===== src/rtl/micro_hash.sv =====
// Byte-serial 24-bit micro hash: 16-byte message (header + nonce) mixed over
// 32 rounds, one round per clock, then folded into the initial state.
module micro_hash #(
    parameter logic [23:0] H_INIT = 24'h0189FE,
    parameter logic [7:0]  K_LO   = 8'h99,
    parameter logic [7:0]  K_HI   = 8'hA1
) (
    input  logic        clk,
    input  logic        reset,
    input  logic        inicio,
    input  logic [95:0] bloque_bytes,
    input  logic [31:0] nonce,
    input  logic [7:0]  target,
    output logic        ocupado,
    output logic        terminado,
    output logic [23:0] hash,
    output logic        cumple
);

    typedef enum logic [1:0] {
        S_IDLE,
        S_ROUND,
        S_FINAL
    } state_t;

    state_t     r_state;
    logic [7:0] r_w [0:31];
    logic [4:0] r_i;
    logic [7:0] r_a;
    logic [7:0] r_b;
    logic [7:0] r_c;
    logic [7:0] r_target;

    logic [4:0]  w_im3;
    logic [4:0]  w_im9;
    logic [4:0]  w_im14;
    logic        w_early;
    logic [7:0]  w_wi;
    logic [7:0]  w_x;
    logic [7:0]  w_k;
    logic [7:0]  w_c_next;
    logic [23:0] w_hash;
    logic        w_cumple;

    // Rounds 16 and up extend the message from earlier schedule words.
    always_comb begin
        w_im3    = r_i - 5'd3;
        w_im9    = r_i - 5'd9;
        w_im14   = r_i - 5'd14;
        w_early  = (r_i <= 5'd16);
        w_wi     = (r_i < 5'd16) ? r_w[r_i]
                                 : (r_w[w_im3] | (r_w[w_im9] ^ r_w[w_im14]));
        w_x      = w_early ? (r_a ^ r_b) : (r_a ^ r_b ^ r_c);
        w_k      = w_early ? K_LO : K_HI;
        w_c_next = r_a + w_x + w_k + w_wi;
        w_hash   = {H_INIT[23:16] + r_a, H_INIT[15:8] + r_b, H_INIT[7:0] + r_c};
        w_cumple = (w_hash[23:16] < r_target) && (w_hash[15:8] < r_target);
    end

    always_ff @(posedge clk) begin
        if (reset) begin
            r_state   <= S_IDLE;
            ocupado   <= 1'b0;
            terminado <= 1'b0;
            hash      <= 24'h0;
            cumple    <= 1'b0;
            r_i       <= 5'd0;
            r_a       <= 8'h0;
            r_b       <= 8'h0;
            r_c       <= 8'h0;
            r_target  <= 8'h0;
            for (int j = 0; j < 32; j++) begin
                r_w[j] <= 8'h0;
            end
        end else begin
            terminado <= 1'b0;
            case (r_state)
                S_IDLE: begin
                    if (inicio) begin
                        for (int j = 0; j < 12; j++) begin
                            r_w[j] <= bloque_bytes[95 - 8*j -: 8];
                        end
                        for (int j = 0; j < 4; j++) begin
                            r_w[12 + j] <= nonce[31 - 8*j -: 8];
                        end
                        r_target <= target;
                        r_a      <= H_INIT[23:16];
                        r_b      <= H_INIT[15:8];
                        r_c      <= H_INIT[7:0];
                        r_i      <= 5'd0;
                        ocupado  <= 1'b1;
                        r_state  <= S_ROUND;
                    end
                end
                S_ROUND: begin
                    if (r_i >= 5'd16) begin
                        r_w[r_i] <= w_wi;
                    end
                    r_a <= r_b ^ r_c;
                    r_b <= {r_c[3:0], r_c[7:4]};
                    r_c <= w_c_next;
                    r_i <= r_i + 5'd1;
                    if (r_i == 5'd31) begin
                        r_state <= S_FINAL;
                    end
                end
                S_FINAL: begin
                    hash      <= w_hash;
                    cumple    <= w_cumple;
                    terminado <= 1'b1;
                    ocupado   <= 1'b0;
                    r_state   <= S_IDLE;
                end
                default: begin
                    r_state <= S_IDLE;
                end
            endcase
        end
    end

endmodule


===== config.mk =====
export PLATFORM = sky130hd
export DESIGN_NAME = micro_hash
export DESIGN_NICKNAME = d
export VERILOG_FILES = /design/src/rtl/micro_hash.sv
export SDC_FILE = /design/constraint.sdc
export NUM_CORES = 1
export LEC_CHECK = 0
export CAP_MARGIN = 20
export CORE_MARGIN = 2
export CORE_UTILIZATION = 55
export DETAILED_ROUTE_END_ITERATION = 6
export PLACE_DENSITY = 0.76
export SETUP_SLACK_MARGIN = 0.1
export SLEW_MARGIN = 20
export SYNTH_ARGS = -nofsm -noshare
export SYNTH_HDL_FRONTEND = slang
export SYNTH_SLANG_ARGS = --single-unit

===== constraint.sdc =====
create_clock -name clk -period 7.52 [get_ports clk]
set_input_delay 0.752 -clock clk [delete_from_list [all_inputs] [get_ports clk]]
set_output_delay 0.752 -clock clk [all_outputs]
set_load 0.01 [all_outputs]

Word level (Yosys, flattened, before mapping)
Memory sizes are Yosys's and may differ from the RTL's. A register that Yosys moved wholly into a read port is not among the register bits.
Index checks and enable logic that the tools add are counted.
{"block": "totals", "mem_count": 1, "input_bits": 139, "rom_bits": 0, "wordCells": 109, "ram_bits": 256, "regBits": 66, "latch_bits": 0}
{"memory": "r_w", "words": 32, "width": 8, "rd": 4, "rd_clocked_by_memory_dff": 1, "wr": 32, "line": "27", "text": "logic [7:0] r_w [0:31];"}
{"block": "classes", "n_eq_ne": 5, "n_bitwise": 21, "n_mux": 48, "reduce_logical": 9, "n_div": 0, "n_mul": 0, "add_sub_neg": 10, "n_shift": 0, "magnitude_cmp": 5}
{"cell": "$mux W8", "count": 22}
{"cell": "$pmux W8 S2", "count": 3}
{"cell": "$xor A8 B8 Y8", "count": 4}
{"cell": "$add A8 B8 Y8", "count": 3}
{"cell": "$mux W5", "count": 4}
{"cell": "$add A8 B8 Y8 const A", "count": 2}
{"cell": "$lt A8 B8 Y1", "count": 2}
{"cell": "$or A1 B1 Y1", "count": 16}
{"cell": "$mux W1", "count": 13}
{"cell": "$pmux W5 S2", "count": 1}
{"cell": "$sub A5 B4 Y5 const B", "count": 2}
{"cell": "$add A1 B8 Y8 const A", "count": 1}
{"cell": "$or A8 B8 Y8", "count": 1}
{"cell": "$reduce_and A2 Y1", "count": 4}
{"cell": "$reduce_or A8 Y1", "count": 1}
{"cell": "$mux W6", "count": 1}
{"cell": "$add A5 B1 Y5 const B", "count": 1}
{"cell": "$eq A5 B5 Y1 const B", "count": 1}
{"cell": "$ge A5 B5 Y1 const B", "count": 1}
{"cell": "$le A5 B5 Y1 const B", "count": 1}
{"cell": "$lt A5 B5 Y1 const B", "count": 1}
{"cell": "$sub A5 B2 Y5 const B", "count": 1}
{"cell": "$mux W2", "count": 2}
{"cell": "$ne A2 B2 Y1 const B", "count": 2}
{"cell": "7 further kinds", "count": 8}

Longest topological paths before layout
Gate-level depths: netlist of the first run.
{"block": "logic_depth", "word_depth": 7, "mapped_depth": 30, "depth_no_buf": 22}

Worst setup path before layout of the first run
Ideal clock, no wire load.
{"block": "synth_path", "path_kind": "register to register", "from": "reg r_i[0]", "to": "reg r_c[7]", "arrival_ns": 6.077, "slack_ns": 1.317, "path_buffers": 8, "stages_incl_launch_ff": 29, "cell_sequence": "dfxtp_1 -> buf_2 -> buf_6 -> buf_6 -> buf_6 -> buf_4 -> inv_1 -> ha_1 -> buf_2 -> clkbuf_1 -> mux4_2 -> a2111oi_0 -> a211oi_1 -> xor2_1 -> o2111a_1 -> buf_4 -> a21oi_1 -> fa_1 -> ha_1 -> ha_1 -> fa_1 -> a21o_1 -> a21oi_1 -> o21ai_0 -> xnor2_1 -> nand2_1 -> or2_2 -> o311ai_1 -> nor4_2"}
{"block": "synth_via", "elab_chain_cells": 7, "elab_cells_between_ends": 15}
{"element": "from (decl)", "line": "28", "text": "logic [4:0] r_i;"}
{"element": "from (signal assigned)", "line": "102", "text": "r_i <= r_i + 5'd1;"}
{"element": "$sub A5 B4 Y5 (on tied branches)", "line": "48, 49"}
{"element": "$mem_v2 Z32 W8"}
{"element": "$xor A8 B8 Y8", "line": "52", "text": ": (r_w[w_im3] | (r_w[w_im9] ^ r_w[w_im14]));"}
{"element": "$or A8 B8 Y8", "line": "52"}
{"element": "$mux W8 (*)", "line": "51", "text": "w_wi = (r_i < 5'd16) ? r_w[r_i]"}
{"element": "named net w_wi[1]", "line": "38", "text": "logic [7:0] w_wi;"}
{"element": "$add A8 B8 Y8 (*)", "line": "55", "text": "w_c_next = r_a + w_x + w_k + w_wi;"}
{"element": "$pmux W8 S2 (*)", "line": "77", "text": "case (r_state)"}
{"element": "to (signal assigned)", "line": "89", "text": "r_c <= H_INIT[7:0];"}
{"element": "to (signal assigned)", "line": "101", "text": "r_c <= w_c_next;"}
{"element": "to (decl)", "line": "31", "text": "logic [7:0] r_c;"}
The timed path passes the listed nets; every way through them passes the cells marked *.
A chain may end at the register's enable or synchronous reset.

Worst setup path in the final report of the first run
Ends and elaborated chain as after synthesis.

==> results of run 1 <==
power by group through the flow:
stage / logic, mW / clock network [mW] / registers, mW
2_1_floorplan: 1.01 / 0 / 2.17
3_3_place_gp: 1.27 / 0 / 2.27
3_5_place_dp: 1.29 / 0 / 2.28
4_1_cts: 1.30 / 1.74 / 2.24
5_1_grt: 1.40 / 1.80 / 2.26
6_report: 1.31 / 1.72 / 2.25
per-layer routing:
metal	vias to the layer above	part of all wire	wire, µm	GRT usage
met5	-	0	0	0
met4	0	0.073	4830	0.200
met3	291	0.095	6320	0.0542
met2	1132	0.49	32800	0.555
met1	8108	0.34	22400	0.398
li1	6637	-	-	-
path summary, 6_finish.rpt:
kind                               end  depth (start not counted)                  from  slack, ns
setup reg to reg   r_c[7]$_SDFFE_PP0P_                         20   r_i[0]$_SDFFE_PP0P_       0.88
hold / removal    hash[4]$_SDFFE_PP0P_                          2  hash[4]$_SDFFE_PP0P_       0.46
hold reg to reg   hash[4]$_SDFFE_PP0P_                          2  hash[4]$_SDFFE_PP0P_       0.46
setup / recovery   r_c[7]$_SDFFE_PP0P_                         20   r_i[0]$_SDFFE_PP0P_       0.88
area by class of cell:
type | count | area, µm²
fillers | 2919 | 14000
well taps | 518 | 648
repair buffers | 206 | 1980
flip-flops and latches | 327 | 9120
inverters | 42 | 158
multi-input cells | 1175 | 11700
clock buffers | 40 | 916
clock inverters | 23 | 226
registers in the layout (all words and copies together) (netlist names), named ones only:
name,count
r_target,8
r_state,2
hash,24
r_b,8
ocupado,1
r_w,256
r_a,8
r_i,5
r_c,8
cumple,1
terminado,1
cell usage after synthesis, types with 17 or more instances:
cell type / number
a211oi_1: 23
a21oi_1: 23
a22o_1: 27
and2_1: 130
and3_1: 19
buf_2: 35
buf_4: 19
clkbuf_1: 74
dfxtp_1: 71
edfxtp_1: 256
ha_1: 37
inv_1: 40
mux2i_1: 33
mux4_2: 262
nand2_1: 164
nand2b_1: 19
nand3_1: 27
nor2_1: 179
nor2b_1: 17
o21ai_0: 32
xnor2_1: 26
xor2_1: 38
critical path, stage by stage (launching register included):
cell	delay [ns]
dfxtp_4	0.39
inv_1	0.18
ha_4	0.91
mux4_2	0.40
nor2b_1	0.13
a2111oi_0	0.84
a211oi_1	0.14
xor2_1	0.21
o2111a_1	0.17
a21oi_1	0.42
fa_1	0.53
fa_1	0.47
ha_1	0.33
a21o_1	0.19
a21oi_1	0.22
o21ai_0	0.16
xnor2_1	0.22
nand2_1	0.10
or2_2	0.28
o311ai_1	0.11
nor4_2	0.08
logic make-up (layout without fill, tap and decap cells):
family	count (synthesis)	count (layout)	synth area share
mux	296	296	0.289
compound gates	177	177	0.0602
fa+ha+maj	47	47	0.0307
xor+xnor	67	67	0.0282
simple gates	588	588	0.129
flops	327	327	0.422
buf+inv	188	311	0.0415
stage by stage:
stage / hold WS [ns] / setup WS, ns / util / area (µm²)
after detailed placement: 0.442 / 1.01 / 0.609 / 23600
after floorplan: 0.454 / 1.32 / - / 21600
after global placement: 0.435 / 1.16 / 0.609 / 23600
after global routing: 0.470 / 0.495 / 0.639 / 24800
final: 0.458 / 0.883 / 0.639 / 24800
after CTS: 0.460 / 0.965 / 0.639 / 24700
layout by cell type, fill, tap and decap left out, types with 4 or more instances in the layout:
cell type and instances:
mux4_2 262, edfxtp_1 256, nor2_1 178, clkdlybuf4s50_1 165
nand2_1 164, and2_1 130, dfxtp_1 67, inv_1 40
buf_4 39, xor2_1 36, ha_1 36, clkbuf_16 36
mux2i_1 33, o21ai_0 32, nand3_1 27, a22o_1 27
xnor2_1 24, a211oi_1 23, a21oi_1 22, and3_1 19
nand2b_1 19, nor2b_1 17, nor3_1 11, a311oi_1 11
nor2_2 11, a31oi_1 10, o2111a_1 10, fa_1 10
clkinv_1 9, a22oi_1 7, a2111oi_0 6, o2111ai_1 5
clkinv_2 5, o211ai_1 4, clkbuf_1 4
==> impl_metrics.json, run 1 <==
{
  "status": "complete, but fails checks",
  "violations": "DRC",
  "hold_violations": 0,
  "pin_count": 166,
  "ys.flop_type": "edfxtp_1",
  "dp_cells": 2268,
  "routedWlPerCell_um": 28.5,
  "die_w_um": 202,
  "insertion_delay_ns": 0.58,
  "cts_tree": "yes",
  "clock_skew_ns": 0.0258,
  "peakVddDrop_mv": 0.194,
  "die_h_um": 202,
  "intPower_mw": 3.68,
  "ys_top_cells_by_area": "edfxtp_1 (36%), mux4_2 (27%), dfxtp_1 (6.6%)",
  "tightest_slew_ns": 1.10,
  "synth-seq-area-share": 0.422,
  "seq_power_share": 0.426,
  "area_growth_syn_to_layout_pct": 14.5,
  "critPathArrivalTime_ns": 7.07,
  "slew_headroom": 0.269,
  "antenna_found_initial": 0,
  "clk_pin_slew_ns": 0.06,
  "finalSetupViolCount": 0,
  "cap_violations": 0,
  "gr-usage-all-layers": 0.329,
  "fmax_ghz": 0.151,
  "cp-end-kind": "register",
  "std_cell_rows": 72,
  "criticalPathCategory": "reg2reg",
  "drc": 2,
  "diodes": 0,
  "hpwl_mm": 49.7,
  "cp-start-kind": "register",
  "synth_edf_count": 256,
  "grt_max_degree": 135,
  "drv_slew": 0,
  "via_per_inst": 6.94,
  "leakage_nw": 8.87,
  "nets": 1974,
  "worstHoldPathType": "reg2reg",
  "clockBufferDepth": 3,
  "switchingPower_mw": 1.60,
  "ys_types": 60,
  "firstDrtPassIters": 7,
  "drt.antenna.violating_nets": 0,
  "required_ns": 7.95,
  "cts_sinks": 327,
  "vias": 16200,
  "final_layout_size_suffix_gt1_frac": 0.215,
  "rsz0062_at_grt": "no",
  "drtIter0Drc": 2112,
  "wirelength_mm": 66.4,
  "grt_pass1_vias": 16100,
  "ys_seq_elements": 327,
  "syn-mean-instance-area_um2": 12.8,
  "cts_inserted_buffers": 36,
  "syn_inst": 1690,
  "async_flop_share": 0,
  "portBuffers": 165,
  "ctsHoldBuffers": 0,
  "p_per_area_nw_per_um2": 214,
  "fin_crit_sh": 0.883,
  "ctsRootBufferMaster": "clkbuf_16",
  "start_util": 0.558,
  "crit_fanout": 56,
  "die_area_um2": 40900,
  "tns_ns": 0,
  "synth_largest_area_cell": "edfxtp_1",
  "cts-resized-gates": 0,
  "p_comb_frac": 0.248,
  "min_period_ns": 6.64,
  "cts.htree.levels": 2,
  "post_cts_buffers": 0,
  "syn_area_um2": 21600,
  "place.gp.congestion": 1.00,
  "power_mw": 5.29,
  "syn_nets": 1876,
  "switching_share": 0.303,
  "clkPwrFrac": 0.326,
  "instances_no_fill": 2331,
  "grt_pass1_wl_mm": 99.5,
  "synth_top_area_share": 0.356,
  "coreArea_um2": 38700,
  "overflow": 0,
  "yosysWarnings": 0
}
(Power assumes the default switching activity.)
==> run 2, diff against run 1 <==
--- a/config.mk
+++ b/config.mk
@@ -6,10 +6,9 @@
 export NUM_CORES = 1
 export LEC_CHECK = 0
 export CAP_MARGIN = 20
-export CORE_MARGIN = 2
-export CORE_UTILIZATION = 55
+export CORE_MARGIN = 4
+export CORE_UTILIZATION = 35
 export DETAILED_ROUTE_END_ITERATION = 6
-export PLACE_DENSITY = 0.76
 export SETUP_SLACK_MARGIN = 0.1
 export SLEW_MARGIN = 20
 export SYNTH_ARGS = -nofsm -noshare
==> run 2 against run 1 <==
- the flow now finishes without violations
- via count fell by 2.1%
- clock skew decreased by 0.0077 ns
- final area increased by 2.0%
- routed wire length up 11%
- power rose by 4.1%
- worst hold slack worse by 0.00092 ns
- die area is 61% higher
- global-route usage fell by 11 points
==> impl_metrics.json, run 2 (synthesis results as in run 1) <==
{
  "hpwl_mm": 56.4,
  "crit_fanout": 16,
  "most-common-layout-cells": "mux4_2 (262), edfxtp_1 (256), nor2_1 (177)",
  "coreArea_um2": 60700,
  "leakage_nw": 8.97,
  "start_util": 0.356,
  "cts_sinks": 327,
  "drtIter0Drc": 1742,
  "cts_inserted_buffers": 37,
  "firstDrtPassIters": 5,
  "clkPwrFrac": 0.348,
  "cts.htree.levels": 2,
  "cp-end-kind": "register",
  "required_ns": 7.93,
  "vias": 15800,
  "grt_max_degree": 134,
  "status": "completed",
  "crit_start": "r_i[3]$_SDFFE_PP0P_",
  "final_layout_size_suffix_gt1_frac": 0.222,
  "p_comb_frac": 0.240,
  "rr_endpoint": "r_c[7]$_SDFFE_PP0P_",
  "via_per_inst": 6.08,
  "ctsRootBufferMaster": "clkbuf_16",
  "nets": 1979,
  "min_period_ns": 6.65,
  "overflow": 0,
  "p_per_area_nw_per_um2": 218,
  "pin_count": 166,
  "cts_tree": "yes",
  "hold_ws_ns": 0.457,
  "r2r_slack_ns": 0.87,
  "portBuffers": 165,
  "met3RoutedLength_mm": 5.39,
  "intPower_mw": 3.86,
  "drc": 0,
  "instances_no_fill": 2604,
  "top_layer": "met5",
  "critPathArrivalTime_ns": 7.07,
  "peakVddDrop_mv": 0.119,
  "grt_pass1_vias": 15900,
  "tns_ns": 0,
  "rr_worst_depth": 18,
  "met2_length_mm": 37.0,
  "rsz0062_at_grt": "no",
  "fmax_ghz": 0.150,
  "switchingPower_mw": 1.64,
  "finalSetupViolCount": 0,
  "cap_violations": 0,
  "cts-resized-gates": 0,
  "cp-start-kind": "register",
  "std_cell_rows": 90,
  "mostFrequentLayoutCell": "mux4_2",
  "criticalPathCategory": "reg2reg",
  "place.gp.congestion": 0.967,
  "die_h_um": 256,
  "slew_headroom": 0.284,
  "clk_pin_slew_ns": 0.07,
  "die_w_um": 256,
  "worstHoldPathType": "reg2reg",
  "timing.critical_path.to": "r_c[7]$_SDFFE_PP0P_",
  "wl_met1_mm": 28.4,
  "design_area_um2": 25300,
  "seq_power_share": 0.411,
  "clock_skew_ns": 0.0181,
  "r2r_start": "r_i[3]$_SDFFE_PP0P_",
  "routedWlPerCell_um": 28.3,
  "largestRegisters": "r_w: 256 flops, hash: 24 flops",
  "gr-usage-all-layers": 0.220,
  "grt_pass1_wl_mm": 108,
  "antenna_found_initial": 2,
  "area_growth_syn_to_layout_pct": 16.9,
  "insertion_delay_ns": 0.56,
  "drv_slew": 0,
  "diodes": 0,
  "fin_crit_sh": 0.885,
  "dp_cells": 2536,
  "hold_violations": 0,
  "utilization": 0.416,
  "largest_reg_flops": 256,
  "switching_share": 0.298,
  "post_cts_buffers": 0,
  "drt.antenna.violating_nets": 0,
  "tightest_slew_ns": 1.07,
  "clockBufferDepth": 3,
  "die_area_um2": 65800,
  "ctsHoldBuffers": 0,
  "regMostFlops": "r_w",
  "wirelength_mm": 73.8,
  "place_area_um2": 24000
}
run 2: changes by cell type in the layout (fill, tap and decap cells not counted), moves of 3 or more:
cell and change:
buf_4 +4, clkbuf_16 +3, clkinv_1 -7, clkbuf_8 +4
run 2: worst max-delay path, cell delays in order (launching register included):
cell      delay, ns
dfxtp_1        0.90
nor3_1         0.18
xnor2_2        0.67
nor3b_1        0.94
a211oi_1       0.22
o2111a_1       0.23
a21oi_1        0.49
fa_1           0.53
ha_1           0.28
ha_1           0.22
fa_1           0.46
a21o_1         0.17
a21oi_1        0.23
o21ai_0        0.16
xnor2_1        0.21
nand2_1        0.10
or2_2          0.32
o311ai_1       0.11
nor4_2         0.08
run 2: area by class of cell:
class                      instances  area [µm²]
multi-input combinational       1175       11700
sequential                       327        9120
inverter                          42         158
clock buffer                      48        1050
fill                            5628       35400
timing repair buffer             210        2010
tap                              782         978
clock inverter                    20         231
run 2: through the flow:
step	setup WS, ns	power [mW]
floorplan	1.32	3.18
global placement	1.04	3.59
global route	0.651	5.72
CTS	0.957	5.53
finish	0.867	5.50
detailed placement	0.990	3.61
run 2: worst min-delay path by stage:
| stage | start | to | slack (ns) | cells after the start |
|---|---|---|---|---|
| after detailed placement | hash[3]$_SDFFE_PP0P_ | hash[3]$_SDFFE_PP0P_ | 0.45 | 2 |
| after floorplan | r_target[0]$_SDFFE_PP0P_ | r_target[0]$_SDFFE_PP0P_ | 0.45 | 1 |
| after CTS | hash[3]$_SDFFE_PP0P_ | hash[3]$_SDFFE_PP0P_ | 0.46 | 2 |
| after global routing | hash[6]$_SDFFE_PP0P_ | hash[6]$_SDFFE_PP0P_ | 0.48 | 1 |
| final | hash[2]$_SDFFE_PP0P_ | hash[2]$_SDFFE_PP0P_ | 0.46 | 2 |
| after global placement | hash[2]$_SDFFE_PP0P_ | hash[2]$_SDFFE_PP0P_ | 0.44 | 2 |
run 2: power groups by stage:
stage / sequential, mW / clock (mW) / combinational [mW]
4_1_cts: 2.26 / 1.95 / 1.32
2_1_floorplan: 2.17 / 0 / 1.01
3_3_place_gp: 2.29 / 0 / 1.30
3_5_place_dp: 2.29 / 0 / 1.32
5_1_grt: 2.27 / 2.03 / 1.42
6_report: 2.26 / 1.92 / 1.32
run 2: routing by layer:
metal  vias to the layer above  GRT usage
li1                       6665          -
met1                      8109      0.282
met2                       879      0.382
met4                         2     0.0759
met3                       172     0.0332
met5                         -          0
==> run 3, diff against run 2 <==
==> constraint.sdc (replaced) <==
create_clock -name clk -period 7.23 [get_ports clk]
set_input_delay 0.723 -clock clk [delete_from_list [all_inputs] [get_ports clk]]
set_output_delay 0.723 -clock clk [all_outputs]
set_load 0.01 [all_outputs]
==> run 3 against run 2 <==
- die area is the same
- sequential power grew 4%
- flip-flop and latch count is the same
- non-clock buffer count grew 7
- cell count grew 0.15%
- critical endpoint unchanged
- worst hold slack lost 0.0019 ns
==> impl_metrics.json, run 3 (synthesis results as in run 1) <==
{
  "die_h_um": 256,
  "cp_top_family": "compound AO/OA/AOI/OAI gates",
  "largest_reg_flops": 256,
  "vias": 15900,
  "path_common_cell": "ha_1",
  "std_cell_rows": 90,
  "nets": 1985,
  "fmax_ghz": 0.154,
  "grt_max_degree": 133,
  "hpwl_mm": 54.7,
  "cpPeakStageDelay_ns": 0.82,
  "gr-usage-all-layers": 0.215,
  "peakVddDrop_mv": 0.140,
  "hold_ws_ns": 0.455,
  "place.gp.congestion": 0.971,
  "cap_violations": 0,
  "diodes": 0,
  "cp-start-kind": "register",
  "via_per_inst": 6.08,
  "ctsHoldBuffers": 0,
  "routedWlPerCell_um": 27.5,
  "worstPathCellList": "buf_4 > ha_1 > a21oi_2 > xnor2_4 > buf_4 > nand2_1 > and3_1 > a31oi_1 > a211oi_1 > o2111a_1 > a21oi_1 > fa_1 > ha_1 > ha_1 > fa_1 > a21o_1 > a21oi_1 > o21ai_0 > xnor2_1 > nand2_1 > or2_2 > o311ai_1 > nor4_2",
  "final_layout_size_suffix_gt1_frac": 0.221,
  "cp-end-kind": "register",
  "preCtsSetupSlack_ns": 0.900,
  "pin_count": 166,
  "drt.antenna.violating_nets": 0,
  "critPathArrivalTime_ns": 6.92,
  "worst-path-buf-inv": 2,
  "cts_inserted_buffers": 36,
  "criticalPathCategory": "reg2reg",
  "firstDrtPassIters": 5,
  "antenna_found_initial": 0,
  "post_cts_buffers": 0,
  "die_w_um": 256,
  "mostFrequentLayoutCell": "mux4_2",
  "p_per_area_nw_per_um2": 225,
  "required_ns": 7.65,
  "worstHoldPathType": "reg2reg",
  "regMostFlops": "r_w",
  "leakage_nw": 8.98,
  "cp_slowest_cell": "xnor2_4",
  "tns_ns": 0,
  "drv_slew": 0,
  "tightest_slew_ns": 1.02,
  "min_period_ns": 6.50,
  "grt_pass1_vias": 16100,
  "slew_headroom": 0.321,
  "start_util": 0.356,
  "overflow": 0,
  "drtIter0Drc": 2022,
  "grt_pass1_wl_mm": 107,
  "portBuffers": 165,
  "coreArea_um2": 60700,
  "power_mw": 5.70,
  "hold_violations": 0,
  "die_area_um2": 65800,
  "cts-resized-gates": 0,
  "rsz0062_at_grt": "no",
  "largestRegisters": "r_w: 256 flops, hash: 24 flops",
  "hold_depth": 2,
  "finalSetupViolCount": 0,
  "most-common-layout-cells": "mux4_2 (262), edfxtp_1 (256), nor2_1 (178)",
  "cts_tree": "yes",
  "clk_pin_slew_ns": 0.06,
  "cts.htree.levels": 2,
  "insertion_delay_ns": 0.57,
  "area_growth_syn_to_layout_pct": 17.0,
  "crit_fanout": 33,
  "timing.final.ws_setup_ns": 0.735,
  "drc": 0,
  "wirelength_mm": 71.8,
  "ctsRootBufferMaster": "clkbuf_16",
  "cp.depth": 23,
  "clock_skew_ns": 0.0216,
  "status": "completed",
  "fin_crit_sh": 0.898,
  "utilization": 0.416,
  "rr_worst_depth": 23,
  "clockBufferDepth": 3,
  "cts_sinks": 327
}
[run 3: tightest hold or removal path, stage by stage (launching register included)]
cell and delay, ns:
dfxtp_1 0.33, nand2_1 0.04, o21ai_0 0.05
[run 3: routing by layer]
layer  vias up  wire length [µm]  share of wire  global-route usage
li1       6673                 -              -                   -
met1      8021             27000           0.38               0.273
met2       970             35600           0.50               0.364
met3       192              6020          0.084              0.0408
met4         0              3150          0.044              0.0840
met5         -                 0              0                   0
[run 3: layout make-up]
class | count | area (µm²)
Multi-Input combinational cell | 1175 | 11700
Fill cell | 5545 | 35400
Sequential cell | 327 | 9120
Clock buffer | 47 | 1040
Inverter | 42 | 158
Clock inverter | 18 | 210
Tap cell | 782 | 978
Timing Repair Buffer | 217 | 2070
[run 3: path summary, 6_finish.rpt]
path	from	end	slack, ns
setup / recovery	r_i[1]$_SDFFE_PP0P_	r_c[7]$_SDFFE_PP0P_	0.73
hold / removal	hash[1]$_SDFFE_PP0P_	hash[1]$_SDFFE_PP0P_	0.46
setup reg to reg	r_i[1]$_SDFFE_PP0P_	r_c[7]$_SDFFE_PP0P_	0.73
hold reg to reg	hash[1]$_SDFFE_PP0P_	hash[1]$_SDFFE_PP0P_	0.46
[run 3: through the flow]
step           instances  cell area, µm²
2_1_floorplan       1690           21600
3_3_place_gp        2543           24000
3_5_place_dp        2543           24000
4_1_cts             2608           25300
5_1_grt             2608           25300
6_report            2608           25300
[run 3: report_power, final]
group          internal (mW)  switching, mW
clock network           1.16          0.791
logic                  0.688          0.709
registers               2.15          0.191
